$ cat config.mk
export PLATFORM = sky130hd
export DESIGN_NAME = serial_in_stream
export DESIGN_NICKNAME = d
export VERILOG_FILES = /design/src/rtl/serial_in_stream_pkg.sv /design/src/rtl/serial_in_stream_fifo.sv /design/src/rtl/serial_in_stream.sv
export SDC_FILE = /design/constraint.sdc
export NUM_CORES = 1
export LEC_CHECK = 0
export ABC_CLOCK_PERIOD_IN_PS = 2950
export BUFFER_PORTS_ARGS = -buffer_cell sky130_fd_sc_hd__buf_4
export CORE_ASPECT_RATIO = 2
export CORE_MARGIN = 2
export CORE_UTILIZATION = 45
export DETAILED_ROUTE_END_ITERATION = 6
export GPL_TIMING_DRIVEN = 1
export PLACE_DENSITY = 0.65
export REMOVE_ABC_BUFFERS = 1
export SLEW_MARGIN = 20
export SYNTH_ARGS = -nofsm -noshare
export SYNTH_HDL_FRONTEND = slang
export SYNTH_SLANG_ARGS = --single-unit
$ cat constraint.sdc
create_clock -name clk -period 2.95 [get_ports clk]
set_clock_uncertainty 0.05 [all_clocks]
set_input_delay 0.4425 -clock clk [delete_from_list [all_inputs] [get_ports clk]]
set_output_delay 0.4425 -clock clk [all_outputs]
set_load 0.1 [all_outputs]
$ cat src/rtl/serial_in_stream_pkg.sv
// Shared definitions for the serial receive path: FSM states, stream widths, bit-timing helpers.
// Pure declarations, no logic; the transmitter side can import the same package.
// Timing helpers truncate exactly like integer division so RX and TX agree on the bit period.
package serial_in_stream_pkg;

    // Width of the output stream word and of one serial character
    localparam int unsigned STREAM_WIDTH = 32;
    localparam int unsigned BYTE_WIDTH   = 8;

    // Receiver framing states
    typedef enum logic [2:0] {
        IDLE      = 3'd0,
        START     = 3'd1,
        DATA      = 3'd2,
        STOP      = 3'd3,
        WAIT_HIGH = 3'd4
    } rx_state_t;

    // Clock cycles per serial bit, truncated
    function automatic int unsigned bit_divisor(input int unsigned clk_hz, input int unsigned baud);
        return clk_hz / baud;
    endfunction

    // Cycles from start-edge detection to the middle of the start bit
    function automatic int unsigned half_divisor(input int unsigned divisor);
        return divisor / 2;
    endfunction

endpackage

$ cat src/rtl/serial_in_stream_fifo.sv
// Generic stb/ack byte buffer: power-of-two depth, extra-MSB pointers for full/empty.
// Latency: a push is visible at the head on the next cycle; a pop exposes the next entry the next cycle.
// Backpressure: push while full without a same-cycle pop is dropped and flagged on overflow.
module stream_fifo #(
    parameter int unsigned WIDTH = 8,
    parameter int unsigned DEPTH = 16
) (
    input  logic             clk,
    input  logic             rst,
    input  logic             push,
    input  logic [WIDTH-1:0] push_data,
    output logic             full,
    output logic             overflow,
    input  logic             pop,
    output logic [WIDTH-1:0] head,
    output logic             empty
);

    localparam int unsigned AW = $clog2(DEPTH);

    logic [WIDTH-1:0] mem [DEPTH];
    logic [AW:0]      wr_ptr;
    logic [AW:0]      rd_ptr;
    logic             pop_ok;
    logic             push_ok;

    // Same index with differing wrap bit means the buffer has lapped the reader
    assign empty    = (wr_ptr == rd_ptr);
    assign full     = (wr_ptr[AW] != rd_ptr[AW]) && (wr_ptr[AW-1:0] == rd_ptr[AW-1:0]);
    assign pop_ok   = pop && !empty;
    // A pop in the same cycle frees the slot being written, so a full push is still taken
    assign push_ok  = push && (!full || pop_ok);
    assign overflow = push && full && !pop_ok;
    // Head reads as zero when nothing is buffered so the stream word is clean out of reset
    assign head     = empty ? '0 : mem[rd_ptr[AW-1:0]];

    // Storage write; contents need no reset because empty masks the head
    always_ff @(posedge clk) begin
        if (push_ok) begin
            mem[wr_ptr[AW-1:0]] <= push_data;
        end
    end

    // Pointer update; pointers wrap naturally through the extra MSB
    always_ff @(posedge clk or posedge rst) begin
        if (rst) begin
            wr_ptr <= '0;
            rd_ptr <= '0;
        end else begin
            if (push_ok) begin
                wr_ptr <= wr_ptr + 1'b1;
            end
            if (pop_ok) begin
                rd_ptr <= rd_ptr + 1'b1;
            end
        end
    end

endmodule

$ cat src/rtl/serial_in_stream.sv
// 8N1 UART receiver feeding a 32-bit stb/ack stream through a small byte buffer.
// Latency: stb rises one cycle after the stop-bit sample (2-FF sync ahead of decoding).
// Backpressure: bytes queue while ack is low; a full buffer drops the new byte and pulses overrun.
module serial_in_stream
    import serial_in_stream_pkg::*;
#(
    parameter int unsigned CLOCK_FREQUENCY = 12000000,
    parameter int unsigned BAUD_RATE       = 115200,
    parameter int unsigned FIFO_DEPTH      = 16
) (
    input  logic                    clk,
    input  logic                    rst,
    input  logic                    rx,
    output logic [STREAM_WIDTH-1:0] output_rs232_rx,
    output logic                    output_rs232_rx_stb,
    input  logic                    output_rs232_rx_ack,
    output logic                    framing_error,
    output logic                    overrun
);

    localparam int unsigned DIVISOR = bit_divisor(CLOCK_FREQUENCY, BAUD_RATE);
    localparam int unsigned HALF    = half_divisor(DIVISOR);
    localparam int unsigned TW      = $clog2(DIVISOR);

    localparam logic [TW-1:0] LAST_TICK = TW'(DIVISOR - 1);
    localparam logic [TW-1:0] HALF_TICK = TW'(HALF - 1);

    rx_state_t             state;
    rx_state_t             state_next;
    logic                  rx_meta;
    logic                  rx_s;
    logic [TW-1:0]         timer;
    logic                  timer_clr;
    logic [2:0]            bit_idx;
    logic                  shift_en;
    logic [BYTE_WIDTH-1:0] shift_reg;
    logic                  push;
    logic                  frame_err;
    logic                  fifo_full;
    logic                  fifo_empty;
    logic                  fifo_overflow;
    logic                  pop;
    logic [BYTE_WIDTH-1:0] head;

    // Two-stage synchroniser; idles high so reset never looks like a start bit
    always_ff @(posedge clk or posedge rst) begin
        if (rst) begin
            rx_meta <= 1'b1;
            rx_s    <= 1'b1;
        end else begin
            rx_meta <= rx;
            rx_s    <= rx_meta;
        end
    end

    // State register
    always_ff @(posedge clk or posedge rst) begin
        if (rst) begin
            state <= IDLE;
        end else begin
            state <= state_next;
        end
    end

    // Next-state and per-cycle strobes for timer, shifter and buffer
    always_comb begin
        state_next = state;
        timer_clr  = 1'b0;
        shift_en   = 1'b0;
        push       = 1'b0;
        frame_err  = 1'b0;
        case (state)
            IDLE: begin
                if (!rx_s) begin
                    state_next = START;
                end
            end
            START: begin
                // Mid-start-bit recheck filters short glitches silently
                if (timer == HALF_TICK) begin
                    state_next = rx_s ? IDLE : DATA;
                end
            end
            DATA: begin
                if (timer == LAST_TICK) begin
                    shift_en  = 1'b1;
                    timer_clr = 1'b1;
                    if (bit_idx == 3'd7) begin
                        state_next = STOP;
                    end
                end
            end
            STOP: begin
                if (timer == LAST_TICK) begin
                    if (rx_s) begin
                        push       = 1'b1;
                        state_next = IDLE;
                    end else begin
                        frame_err  = 1'b1;
                        state_next = WAIT_HIGH;
                    end
                end
            end
            WAIT_HIGH: begin
                // A held-low line (break) must not decode as a stream of zero bytes
                if (rx_s) begin
                    state_next = IDLE;
                end
            end
            default: begin
                state_next = IDLE;
            end
        endcase
    end

    // Bit timer restarts on every state entry and after each data-bit sample
    always_ff @(posedge clk or posedge rst) begin
        if (rst) begin
            timer <= '0;
        end else if (timer_clr || (state_next != state)) begin
            timer <= '0;
        end else begin
            timer <= timer + TW'(1);
        end
    end

    // Data-bit index, held at zero outside DATA so each frame starts at bit 0
    always_ff @(posedge clk or posedge rst) begin
        if (rst) begin
            bit_idx <= '0;
        end else if (state != DATA) begin
            bit_idx <= '0;
        end else if (shift_en) begin
            bit_idx <= bit_idx + 3'd1;
        end
    end

    // LSB-first shift: each new bit enters at the top and walks down
    always_ff @(posedge clk or posedge rst) begin
        if (rst) begin
            shift_reg <= '0;
        end else if (shift_en) begin
            shift_reg <= {rx_s, shift_reg[BYTE_WIDTH-1:1]};
        end
    end

    // Error pulses registered so each lasts exactly one clean cycle
    always_ff @(posedge clk or posedge rst) begin
        if (rst) begin
            framing_error <= 1'b0;
            overrun       <= 1'b0;
        end else begin
            framing_error <= frame_err;
            overrun       <= fifo_overflow;
        end
    end

    stream_fifo #(
        .WIDTH (BYTE_WIDTH),
        .DEPTH (FIFO_DEPTH)
    ) u_fifo (
        .clk       (clk),
        .rst       (rst),
        .push      (push),
        .push_data (shift_reg),
        .full      (fifo_full),
        .overflow  (fifo_overflow),
        .pop       (pop),
        .head      (head),
        .empty     (fifo_empty)
    );

    assign output_rs232_rx_stb = !fifo_empty;
    assign pop                 = output_rs232_rx_stb && output_rs232_rx_ack;
    assign output_rs232_rx     = {{(STREAM_WIDTH - BYTE_WIDTH){1'b0}}, head};

endmodule

==> results list, run 1 <==
- Power Dens Cells: 770.4 nW/um2
- Simple-gate portion of the synthesized area: 6.156%
* Antenna diode instance count: 0
- Clock latency of the later-clocked register in the worst-skew pair: 0.43 ns
* Net Sw Frac: 29.64%
* Post-cts hold buffer count: 0
- Data on the critical path is required at its endpoint by 2.46 ns.
- TritonCTS built the clock tree.
- Of the post-synthesis cell area, the dominant cell type holds 55.29%.
* Fmax achieved: 0.3468 GHz
- Type of origin of the critical path: flip-flop
* Initial DRC count: 234
- CTS sink count: 163
- Synthesis-stage register bit count: 163
- Area contributors post-synth: sky130_fd_sc_hd__edfxtp_1 (55%), sky130_fd_sc_hd__dfrtp_1 (12%), sky130_fd_sc_hd__mux4_2 (10%)
- The die is 91.89 um wide.
- Share of synthesized area spent on multiplexers: 12.54%
* Antenna violations before repair: 0
* Nature of the critical path endpoint: output port
- Min Tclk post-route: 2.884 ns
* XOR/XNOR share of the synthesized area: 2.502%
- Worst hold path type: in -> async
- Routed WL per cell: 20.93 um
* Total power draw: 6.056 mW
* Clock Tree Buf Depth: 2
- At the worst endpoint, the arrival time is 2.39 ns.
- EDFF count, synth: 128
- Of all cell types, the one taking the most synthesized area is sky130_fd_sc_hd__edfxtp_1.
- For this block, the routed nets add up to 13,290 um of wire.
- Number of buffers added by the clock tree synthesis step: 17
- The die covers 16,520 um2.
* Via count of the first global-routing pass: 3,634
- After clock tree synthesis, the clock-pin slew on the worst setup and hold paths is 0.06 ns.
- The floorplan step set the die height to 179.8 um.
- CTS placed an instance of sky130_fd_sc_hd__clkbuf_16 at the clock tree root.
- For this run the aggregate overflow at the end of global routing stands at 0.
- After synthesis, the mean cell area works out to 17.60 um2.
- Setup Viol. Count Final: 0
- Once detail routing completed, the nets flagged for antenna violations numbered 0.
- The final number of max-transition violations came to 0.
- Fraction of the mapped netlist area in compound gates: 4.770%
- In this run the tightest slew margin relative to its limit is 38.39%.
- In this run, the clock network consumes 34.7% of the power.
- The register with the most flip-flops in the layout has 128 of them.
- Fraction of final layout cells sized beyond drive strength 1: 27.23%
- Fill cells in the final layout number 1,268.
* Tcrit/Tclk final: 97.75%
* Main combinational cell family by area after synthesis: multiplexers
- For the pin with the worst max-slew slack, the measured transition is 0.9184 ns.
- Global routing used 17.27% of the available tracks across all layers.
- Once layout is done, the placed cells without fillers occupy 7861 um2.
* Count of different cell masters after synthesis: 47
- Arithmetic-cell share of the synthesized area counting full adders, half adders and majority gates: 1.440%
* Type of the setup path with the least slack: reg -> out
- Combinational cells account for 22.7% of the total power.
- Setup repair after global routing missed its margin: yes
- Detailed routing inserted a total of 3,443 vias.
- The placed instances occupy a cell area of 7194 um2.
- After detailed routing, the number of remaining DRC violations is 0.
* Cell Rows: 64
- H-Tree Level Count: 4
* GP Congestion: 0.7985
* Total half-perimeter wirelength after legalization and detailed placement: 9032 um
- IR Drop Worst-Case VDD: 0.4572 mV
- Number of detailed-route iterations in the first pass: 4
- Mapped Area: 6952 um2
* Global-route wire length before repair: 20,830 um
- Cell internal pwr: 4.261 mW
- Number of cells produced by synthesis: 395
* Number of hold-slack violations in the final timing report: 0
- Registers are responsible for 42.6% of the overall power.
- FFs w/ async S/R, synth: 21.47%
* Top_reg_cell synth: sky130_fd_sc_hd__edfxtp_1
- Input and output buffers added on the ports amount to 14.
* I/O Pins: 39
- Pin count of the biggest net entering global routing: 33
* Status: finished clean
- Summing the sequential cell areas from Yosys gives 67.93% of the chip area.
- The core region is 15,210 um2.
* Leakage power of the design: 3.076 nW
- Initial Util: 45.69%
* Synth-to-layout area growth: 13.08%
- For this design the total switching power over the nets is 1.795 mW.
- Number of violations of the max-capacitance limit: 0
* Number of warnings reported in the yosys synthesis log: 0
- Per-cell via count in the routed design: 5.422
- Along the worst path, the maximum fanout reaches 14.
- The final layout contains 436 nets.
-- critical path, stage by stage, from the launching register on --
cell and delay, ns:
sky130_fd_sc_hd__dfrtp_2 0.46, sky130_fd_sc_hd__buf_12 0.19, sky130_fd_sc_hd__buf_4 0.13, sky130_fd_sc_hd__mux4_2 0.51, sky130_fd_sc_hd__a22oi_1 0.27, sky130_fd_sc_hd__a21oi_1 0.13
sky130_fd_sc_hd__buf_4 0.25
-- synth_stat cells, drive strengths merged, types with 3 or more instances --
cell	n
nor2b	5
a22oi	16
and2	8
xor2	14
mux4	32
nand2	8
nand2b	3
xnor2	5
nor2	12
inv	6
a21oi	21
mux2	11
edfxtp	128
dfrtp	33
ha	8
clkbuf	8
and4	12
nand4	3
buf	36
nand3	7
-- power groups by stage --
| stage | combinational (mW) | sequential (mW) | clock, mW |
|---|---|---|---|
| 3_5_place_dp | 1.27 | 2.62 | 0 |
| 6_report | 1.37 | 2.58 | 2.10 |
| 5_1_grt | 1.46 | 2.58 | 2.22 |
| 4_1_cts | 1.33 | 2.58 | 2.14 |
| 3_3_place_gp | 1.25 | 2.62 | 0 |
| 2_1_floorplan | 0.807 | 2.74 | 0 |
-- cell type report --
type                            count  area [um2]  share of cell area (%)
Clock buffer                       21       470.5                   5.984
Inverter                            6       22.52                  0.2865
Timing Repair Buffer               31       286.5                   3.645
Clock inverter                     11       103.9                   1.321
Multi-Input combinational cell    205        2007                   25.53
Tap cell                          198       247.7                   3.151
Sequential cell                   163        4723                   60.08
-- worst paths after layout --
check	from	slack (ns)	to	cells after the start
max in group asynchronous	rst	2.15	u_fifo.rd_ptr[0]	3
min	rst	0.06	shift_reg[0]	2
max reg2reg	timer[0]	0.49	u_fifo.mem[12][4]	5
min reg2reg	rx_meta	0.31	rx_s	0
min in group clk	rx	0.08	rx_meta	1
max	u_fifo.rd_ptr[0]	0.07	output_rs232_rx[2]	6
-- timing repair --
item,4_1_cts,5_1_grt
endpoints found under the setup margin,4,8
endpoints found under the hold margin,0,0
resized for setup,1,3
setup buffers,0,6
cloned,1,0
-- routing by layer --
metal,GRT usage [%],part of all wire (%),vias to the layer above
met3,3.898,3.3,21
met4,6.925,2.4,0
met5,0,0,-
li1,-,-,1558
met1,18.35,36,1780
met2,32.32,58,84
-- cells in the final DEF (no fill, tap or decap), types with 3 or more instances in the layout --
| cell | count |
|---|---|
| sky130_fd_sc_hd__edfxtp_1 | 128 |
| sky130_fd_sc_hd__mux4_2 | 32 |
| sky130_fd_sc_hd__dfrtp_1 | 32 |
| sky130_fd_sc_hd__buf_4 | 27 |
| sky130_fd_sc_hd__conb_1 | 24 |
| sky130_fd_sc_hd__a21oi_1 | 20 |
| sky130_fd_sc_hd__clkbuf_16 | 17 |
| sky130_fd_sc_hd__xor2_1 | 14 |
| sky130_fd_sc_hd__a22oi_1 | 14 |
| sky130_fd_sc_hd__and4_1 | 12 |
| sky130_fd_sc_hd__nor2_1 | 11 |
| sky130_fd_sc_hd__nand2_1 | 8 |
| sky130_fd_sc_hd__ha_1 | 8 |
| sky130_fd_sc_hd__and2_1 | 7 |
| sky130_fd_sc_hd__mux2_1 | 6 |
| sky130_fd_sc_hd__nand3_1 | 6 |
| sky130_fd_sc_hd__nor2b_1 | 5 |
| sky130_fd_sc_hd__clkinv_4 | 5 |
| sky130_fd_sc_hd__inv_1 | 4 |
| sky130_fd_sc_hd__xnor2_1 | 4 |
| sky130_fd_sc_hd__mux2_2 | 3 |
| sky130_fd_sc_hd__nand2b_1 | 3 |
| sky130_fd_sc_hd__clkbuf_8 | 3 |
-- through the flow --
stage	utilization (%)	cells	hold slack [ns]	setup TNS [ns]	setup slack [ns]
4_1_cts	51.31	629	0.06157	0	0.01418
3_3_place_gp	47.29	596	0.2989	0	0.3902
3_5_place_dp	47.29	596	0.2978	0	0.4056
5_1_grt	51.67	635	0.06620	-0.03927	-0.02811
2_1_floorplan	-	374	0.2952	-44.65	-1.207
6_report	51.67	635	0.06355	0	0.06633
-- kinds of logic (layout without fill, tap and decap cells) --
kind of cell | after synthesis | in the layout
flops | 163 | 163
fa+ha+maj | 8 | 8
compound gates | 46 | 46
other cells | 1 | 24
mux | 45 | 45
simple gates | 63 | 63
xor+xnor | 19 | 19
buf+inv | 50 | 69
Note: power is estimated with default switching activity, not from simulation.
==> inputs of run 2 (changes only) <==
--- a/config.mk
+++ b/config.mk
@@ -6,4 +6,5 @@
 export NUM_CORES = 1
 export LEC_CHECK = 0
+export ABC_AREA = 1
 export ABC_CLOCK_PERIOD_IN_PS = 2950
 export BUFFER_PORTS_ARGS = -buffer_cell sky130_fd_sc_hd__buf_4
--- a/constraint.sdc
+++ b/constraint.sdc
@@ -3,3 +3,3 @@
 set_input_delay 0.4425 -clock clk [delete_from_list [all_inputs] [get_ports clk]]
 set_output_delay 0.4425 -clock clk [all_outputs]
-set_load 0.1 [all_outputs]
+set_load 0.05 [all_outputs]
==> results list, run 2 <==
* Status: finished clean
* Hold Worst Slack: 0.07316 ns
- The setup path with the least slack is of type reg -> out.
- DR DRC count: 0
- The synthesized design spends more area on one cell type than any other, namely sky130_fd_sc_hd__edfxtp_1.
- Gates resized, CTS repair: 0
- Nature of the critical path endpoint: output port
- Type of origin of the critical path: flip-flop
* Number of buffers added by the clock tree synthesis step: 17
- Worst hold path type: in -> async
- Post-cts hold buffer count: 0
* Most frequent cells in the layout: sky130_fd_sc_hd__nor2_1 (144), sky130_fd_sc_hd__edfxtp_1 (128), sky130_fd_sc_hd__nand2_1 (82)
- Register area share after synthesis: 65.41%
* Final net count: 701
* Most common cell in the synthesized netlist: sky130_fd_sc_hd__nor2_1
- Once detailed placement completed, the half-perimeter wirelength came to 11,240 um.
- Number of warnings reported in the yosys synthesis log: 0
* Power Dens Cells: 881.3 nW/um2
- The number of setup buffers added after CTS is 0.
- Root Buffer: sky130_fd_sc_hd__clkbuf_16
- Count of different cell masters after synthesis: 35
* EDFF count, synth: 128
* Final ANT Viol Nets: 0
- In this run the number of H-tree levels came out at 4.
- Top_reg_cell synth: sky130_fd_sc_hd__edfxtp_1
- For this design the static power due to leakage is 3.509 nW.
- Worst-path clk slew: 0.06 ns
- Fmax achieved: 0.3555 GHz
* Number of violations of the max-capacitance limit: 0
* Via count of the first global-routing pass: 4,785
- After synthesis the netlist holds a flip-flop and latch count of 163.
* CP max FO: 45
* All-Layer GR Usage: 20.34%
- Setup Viol. Count Final: 0
* CTS sink count: 163
- Global-route wire length before repair: 25,700 um
* IR Drop Worst-Case VDD: 0.4304 mV
- Post-synthesis average cell area: 10.96 um2
- Total congestion overflow: 0
- Most common cell after layout, fill and taps aside: sky130_fd_sc_hd__nor2_1
* Die Area: 17,130 um2
- The count of buffers added on input and output ports is 14.
* TritonCTS clock tree: done
* Pin count of the biggest net entering global routing: 46
- Min Tclk post-route: 2.813 ns
- Synthesis produced 659 cells.
- At the worst endpoint, the required time is 2.46 ns.
* GP Congestion: 0.8532
- Setup repair after global routing missed its margin: no
- The hold violation count in the final report was 0.
- With fillers left out, the area of the finished cells amounts to 8104 um2.
* I/O Pins: 39
* Per-cell via count in the routed design: 5.307
- Instance area at placement: 7513 um2
- Global routing met2 resource utilization: 37.29%
- In the post-synthesis netlist, the biggest area contributors are sky130_fd_sc_hd__edfxtp_1 (53%), sky130_fd_sc_hd__dfrtp_1 (11%), sky130_fd_sc_hd__nor2_1 (7.5%).
* Worst slack, placed: 0.5703 ns
- Once routing completed, OpenROAD measured the worst setup slack at 0.1373 ns.
- Busiest layer in global routing: met2
* GR Layer Usage met3: 3.533%
- In the synthesized netlist, the cells that appear most often are sky130_fd_sc_hd__nor2_1 (144), sky130_fd_sc_hd__edfxtp_1 (128), sky130_fd_sc_hd__nand2_1 (82).
* Cell Rows: 65
- Total wirelength of the detailed-routed design: 16,620 um
* Total power draw: 7.142 mW
- Clock latency of the later-clocked register in the worst-skew pair: 0.42 ns
- At the pin with the least slew margin, the transition time is 0.8863 ns.
* Synth-to-layout area growth: 12.25%
- Of all flip-flops after synthesis, the portion carrying an async set or reset was 21.47%.
- For this run, global-route usage on met1 was measured as 21.36%.
- The floorplan step defined a core boundary enclosing 15,780 um2.
- The number of antenna diodes in the final layout is 0.
- The die is 183.1 um tall.
- Clock Tree Buf Depth: 2
* Max transition margin: 40.91%
* Antenna violations before repair: 0
- Fraction of final layout cells sized beyond drive strength 1: 14.39%
- Die W: 93.57 um
* Mapped Area: 7219 um2
- Initial Util: 45.76%
* Initial DRC count: 438
- After layout, the worst path uses 95.35% of the clock period.
* Depth of the most critical reg-to-reg path: 9
- Data arrives at the worst endpoint at 2.32 ns.
* Number of detailed-route iterations in the first pass: 5
- For this block, the via count after detailed routing is 4,792.
* Flip-flop count of the largest register after layout: 128
- Of the post-synthesis cell area, the dominant cell type holds 53.24%.
- Dividing the detail-routed wire length by the instance count gives 18.40 um.
- Final count of pins violating max slew: 0
## run 2: changes by cell type after synthesis, sizes merged, moves of 27 or more
cell | before | now
o21ai | 1 | 71
inv | 6 | 35
nand2 | 8 | 85
mux4 | 32 | 0
nor2 | 12 | 155
nand3 | 7 | 34
## run 2: layer usage
layer  share of wire (%)  wire, um
met1                  36      5900
met2                  55      9149
met3                 4.4       730
met4                 5.0       834
met5                   0         0
## run 2: area by class of cell
type,count,area [um2]
sequential,163,4723
fill,1435,7674
inverter,37,138.9
tap,201,251.5
clock inverter,6,37.54
multi-input combinational,434,2117
timing repair buffer,36,282.8
clock buffer,26,553.0
## run 2: cells by family after synthesis
group | count (synthesis) | synth area share, %
adder cells (fa/ha/maj) | 8 | 1.387
flip-flops | 163 | 65.41
XOR/XNOR | 18 | 2.184
buffers and inverters | 85 | 6.464
other | 1 | 0.05194
AO/OA/AOI/OAI | 98 | 7.296
multiplexers | 5 | 0.9358
AND/OR/NAND/NOR | 281 | 16.27
## run 2: critical path, cell delays in order, from the launching register on
cell and delay [ns]:
sky130_fd_sc_hd__dfrtp_2 0.37, sky130_fd_sc_hd__buf_4 0.42, sky130_fd_sc_hd__o21ai_0 0.17, sky130_fd_sc_hd__o211ai_1 0.37, sky130_fd_sc_hd__nand3_1 0.12, sky130_fd_sc_hd__a21oi_1 0.20
sky130_fd_sc_hd__buf_4 0.23
## run 2: stage by stage
stage / setup TNS, ns / util [%] / std cells
2_1_floorplan: -3.286 / - / 634
3_3_place_gp: 0 / 47.62 / 871
3_5_place_dp: 0 / 47.62 / 871
4_1_cts: 0 / 51.36 / 903
5_1_grt: 0 / 51.36 / 903
6_report: 0 / 51.36 / 903
## run 2: final timing paths
kind                                  start  slack [ns]                  to
max reg2reg                        timer[0]        0.55   u_fifo.mem[14][3]
min in group clk                         rx        0.08             rx_meta
min                                     rst        0.07            timer[2]
max                        u_fifo.rd_ptr[0]        0.14  output_rs232_rx[6]
max in group asynchronous               rst        2.42                rx_s
min reg2reg                         rx_meta        0.31                rx_s
## run 2: where the power goes
group / internal (mW) / switching (mW) / total [mW] / leakage [nW]
Combinational: 0.737 / 1.73 / 2.46 / 1.29
Clock: 1.29 / 0.844 / 2.14 / 0.292
Sequential: 2.48 / 0.0565 / 2.54 / 1.93
Total: 4.51 / 2.63 / 7.14 / 3.51
==> inputs of run 3 (changes only) <==
- CORE_ASPECT_RATIO: 2 -> unset
- CTS_BUF_LIST: unset -> sky130_fd_sc_hd__clkbuf_4
==> results list, run 3 (synthesized netlist as in run 2, its figures left out) <==
- The run finished with clean final reports.
- Die Area: 17,070 um2
- For this run, the top clock speed supported by timing is 0.3542 GHz.
- The clock reaches the later pin of the worst-skew pair after 0.55 ns.
* Type of the setup path with the least slack: reg -> out
- GP Congestion: 0.8189
- Overall power consumption after layout is estimated at 6.408 mW.
- The cell sitting at the root of the clock tree is a sky130_fd_sc_hd__clkbuf_4.
* Antenna diode instance count: 0
- In this run the top signal layer used is met4.
- In this run the worst setup path terminates at output_rs232_rx[7].
- Worst slack, placed: 0.5995 ns
- Using the TritonRoute via totals, the vias-per-cell ratio works out to 5.085.
- Final net count: 711
- Number of violations of the max-capacitance limit: 0
- TritonCTS built the clock tree.
* RR Startpoint: u_fifo.rd_ptr[1]
- Via count of the first global-routing pass: 4,520
- The count of cells in the finished layout, fillers not included, comes to 927.
* Fraction of final layout cells sized beyond drive strength 1: 15.89%
- Gate power share: 38.8%
* Die W: 130.7 um
* Sequential standard cell area: 4727 um2
* Fill cell total of the finished layout: 1,425
- Routed WL per cell: 16.73 um
- Final ANT Viol Nets: 0
- STA classifies the critical path endpoint as an output port.
- Relative to the synthesized area, the layout overhead comes to 10.00%.
- The core region is 15,770 um2.
- Leakage power of the design: 3.420 nW
- Of the total power, the clock network draws 21.0%.
- CTS sink count: 163
- The first detailed-routing pass ran for 5 iterations.
- Metal1 wirelength: 6913 um
* Worst-path clk slew: 0.12 ns
- Leaving out fill and tap cells, the most frequent cell in the layout is sky130_fd_sc_hd__nor2_1.
* Routed length on met2: 7507 um
- Cell Rows: 46
* Worst Path Required: 2.46 ns
- Worst hold path type: in -> reg
- The register with the most flip-flops in the layout has 128 of them.
* Worst path max stage delay: 0.54 ns
- With fillers left out, the area of the finished cells amounts to 7941 um2.
* IR Drop Worst-Case VDD: 1.005 mV
* Initial Util: 45.78%
- Global routing finished with a remaining overflow of 0.
* Depth of the most critical reg-to-reg path: 6
* End of the worst register-to-register path: u_fifo.mem[15][5]
* Total wirelength of the detailed-routed design: 15,510 um
- The final number of max-transition violations came to 0.
- The worst pin sits at a relative slew slack of 34.67%.
- The internal power of the cells totals 3.930 mW.
- Min Tclk post-route: 2.823 ns
- Summed over all nets, wire length on met3 after detailed routing comes to 724 um.
* Reg-to-reg slack, setup: 0.51 ns
- Power Dens Cells: 806.9 nW/um2
- Pin count of the biggest net entering global routing: 32
- Net Sw Frac: 38.68%
* Data arrival time of the critical path: 2.33 ns
- Of all nets on the critical path, the largest fanout is 31.
- Critical-path top delay cell: sky130_fd_sc_hd__dfrtp_1
- Total number of vias: 4,714
* I/O Pins: 39
- The hold violation count in the final report was 0.
- Detailed placement ended at an HPWL of 10,140 um.
- DR DRC count: 0
- Cell Count Post-Placement: 887
- Setup violations remaining at the end of the flow were counted as 0.
* Tcrit/Tclk final: 95.70%
- Instance area at placement: 7552 um2
- Number of buffers added on ports: 14
- STA classifies the critical path startpoint as a flip-flop.
- The clock tree synthesis step divided the H-tree into 4 levels.
- All-Layer GR Usage: 18.87%
- Clock Tree Buf Depth: 2
- The worst hold path begins at output_rs232_rx_ack.
- Setup repair after global routing missed its margin: no
- Antenna violations before repair: 0
- For this design the total switching power over the nets is 2.478 mW.
- In the layout the commonest cells are sky130_fd_sc_hd__nor2_1 (144), sky130_fd_sc_hd__edfxtp_1 (128), sky130_fd_sc_hd__nand2_1 (82).
- The first global-routing pass estimated 23,830 um of wire.
- Die extent in y: 130.7 um
* Startpoint of the worst setup timing path: u_fifo.rd_ptr[1]
- At the pin with the least slew margin, the transition time is 0.9739 ns.
- Summing all multi-input logic gate instances after layout gives 2117 um2.
* Initial DRC count: 395
- Of the total power, registers draw 40.2%.
- The worst path meets setup with 0.1268 ns of slack.
- Clock tree synthesis inserted a total of 17 buffers.
- Critical-path cell list: buf_6 > xor2_1 > nor2_2 > nand3_2 > inv_2 > a21oi_1 > buf_4
## run 3: what timing repair did
item,4_1_cts,5_1_grt
hold endpoints to repair,1,23
gates cloned,0,1
gates resized for setup,4,5
setup endpoints to repair,4,8
hold buffers,1,1
buffers inserted,0,6
## run 3: layout make-up
type,count,share of cell area [%]
clock inverter,10,1.702
tap,216,3.403
inverter,37,1.859
timing repair buffer,45,4.774
sequential,163,59.52
clock buffer,21,1.985
timing repair inverter,1,0.09453
multi-input combinational,434,26.66
## run 3: layer usage
| layer | up-vias | GRT usage [%] |
|---|---|---|
| met5 | - | 0 |
| met4 | 0 | 7.384 |
| met3 | 28 | 4.072 |
| met2 | 146 | 31.22 |
| met1 | 2272 | 24.51 |
| li1 | 2268 | - |
## run 3: how the worst min path moves through the flow
stage / endpoint / depth (start not counted)
after detailed placement: rx_s / 0
after global placement: rx_s / 0
after CTS: framing_error / 2
final: u_fifo.rd_ptr[4] / 3
after global routing: u_fifo.rd_ptr[4] / 3
after floorplan: rx_s / 0
## run 3: per-stage QoR
step                setup TNS (ns)  utilization [%]  hold slack (ns)
finish                           0            50.36           0.1412
global route                     0            50.36           0.1205
CTS                              0            49.90          0.06645
detailed placement               0            47.89           0.3014
global placement                 0            47.89           0.2983
floorplan                   -3.286                -           0.2952
## run 3: critical path, delay by kind of cell, from the launching register on
kind | cells | cell delay [ns]
buf+inv | 3 | 0.63
compound gates | 1 | 0.17
flops | 1 | 0.54
xor+xnor | 1 | 0.21
simple gates | 2 | 0.24
## run 3: power by group through the flow
stage	sequential [mW]	clock [mW]	combinational (mW)
floorplan	2.71	0	1.55
global placement	2.62	0	2.33
detailed placement	2.62	0	2.36
CTS	2.58	1.37	2.38
global route	2.58	1.46	2.71
finish	2.58	1.35	2.49
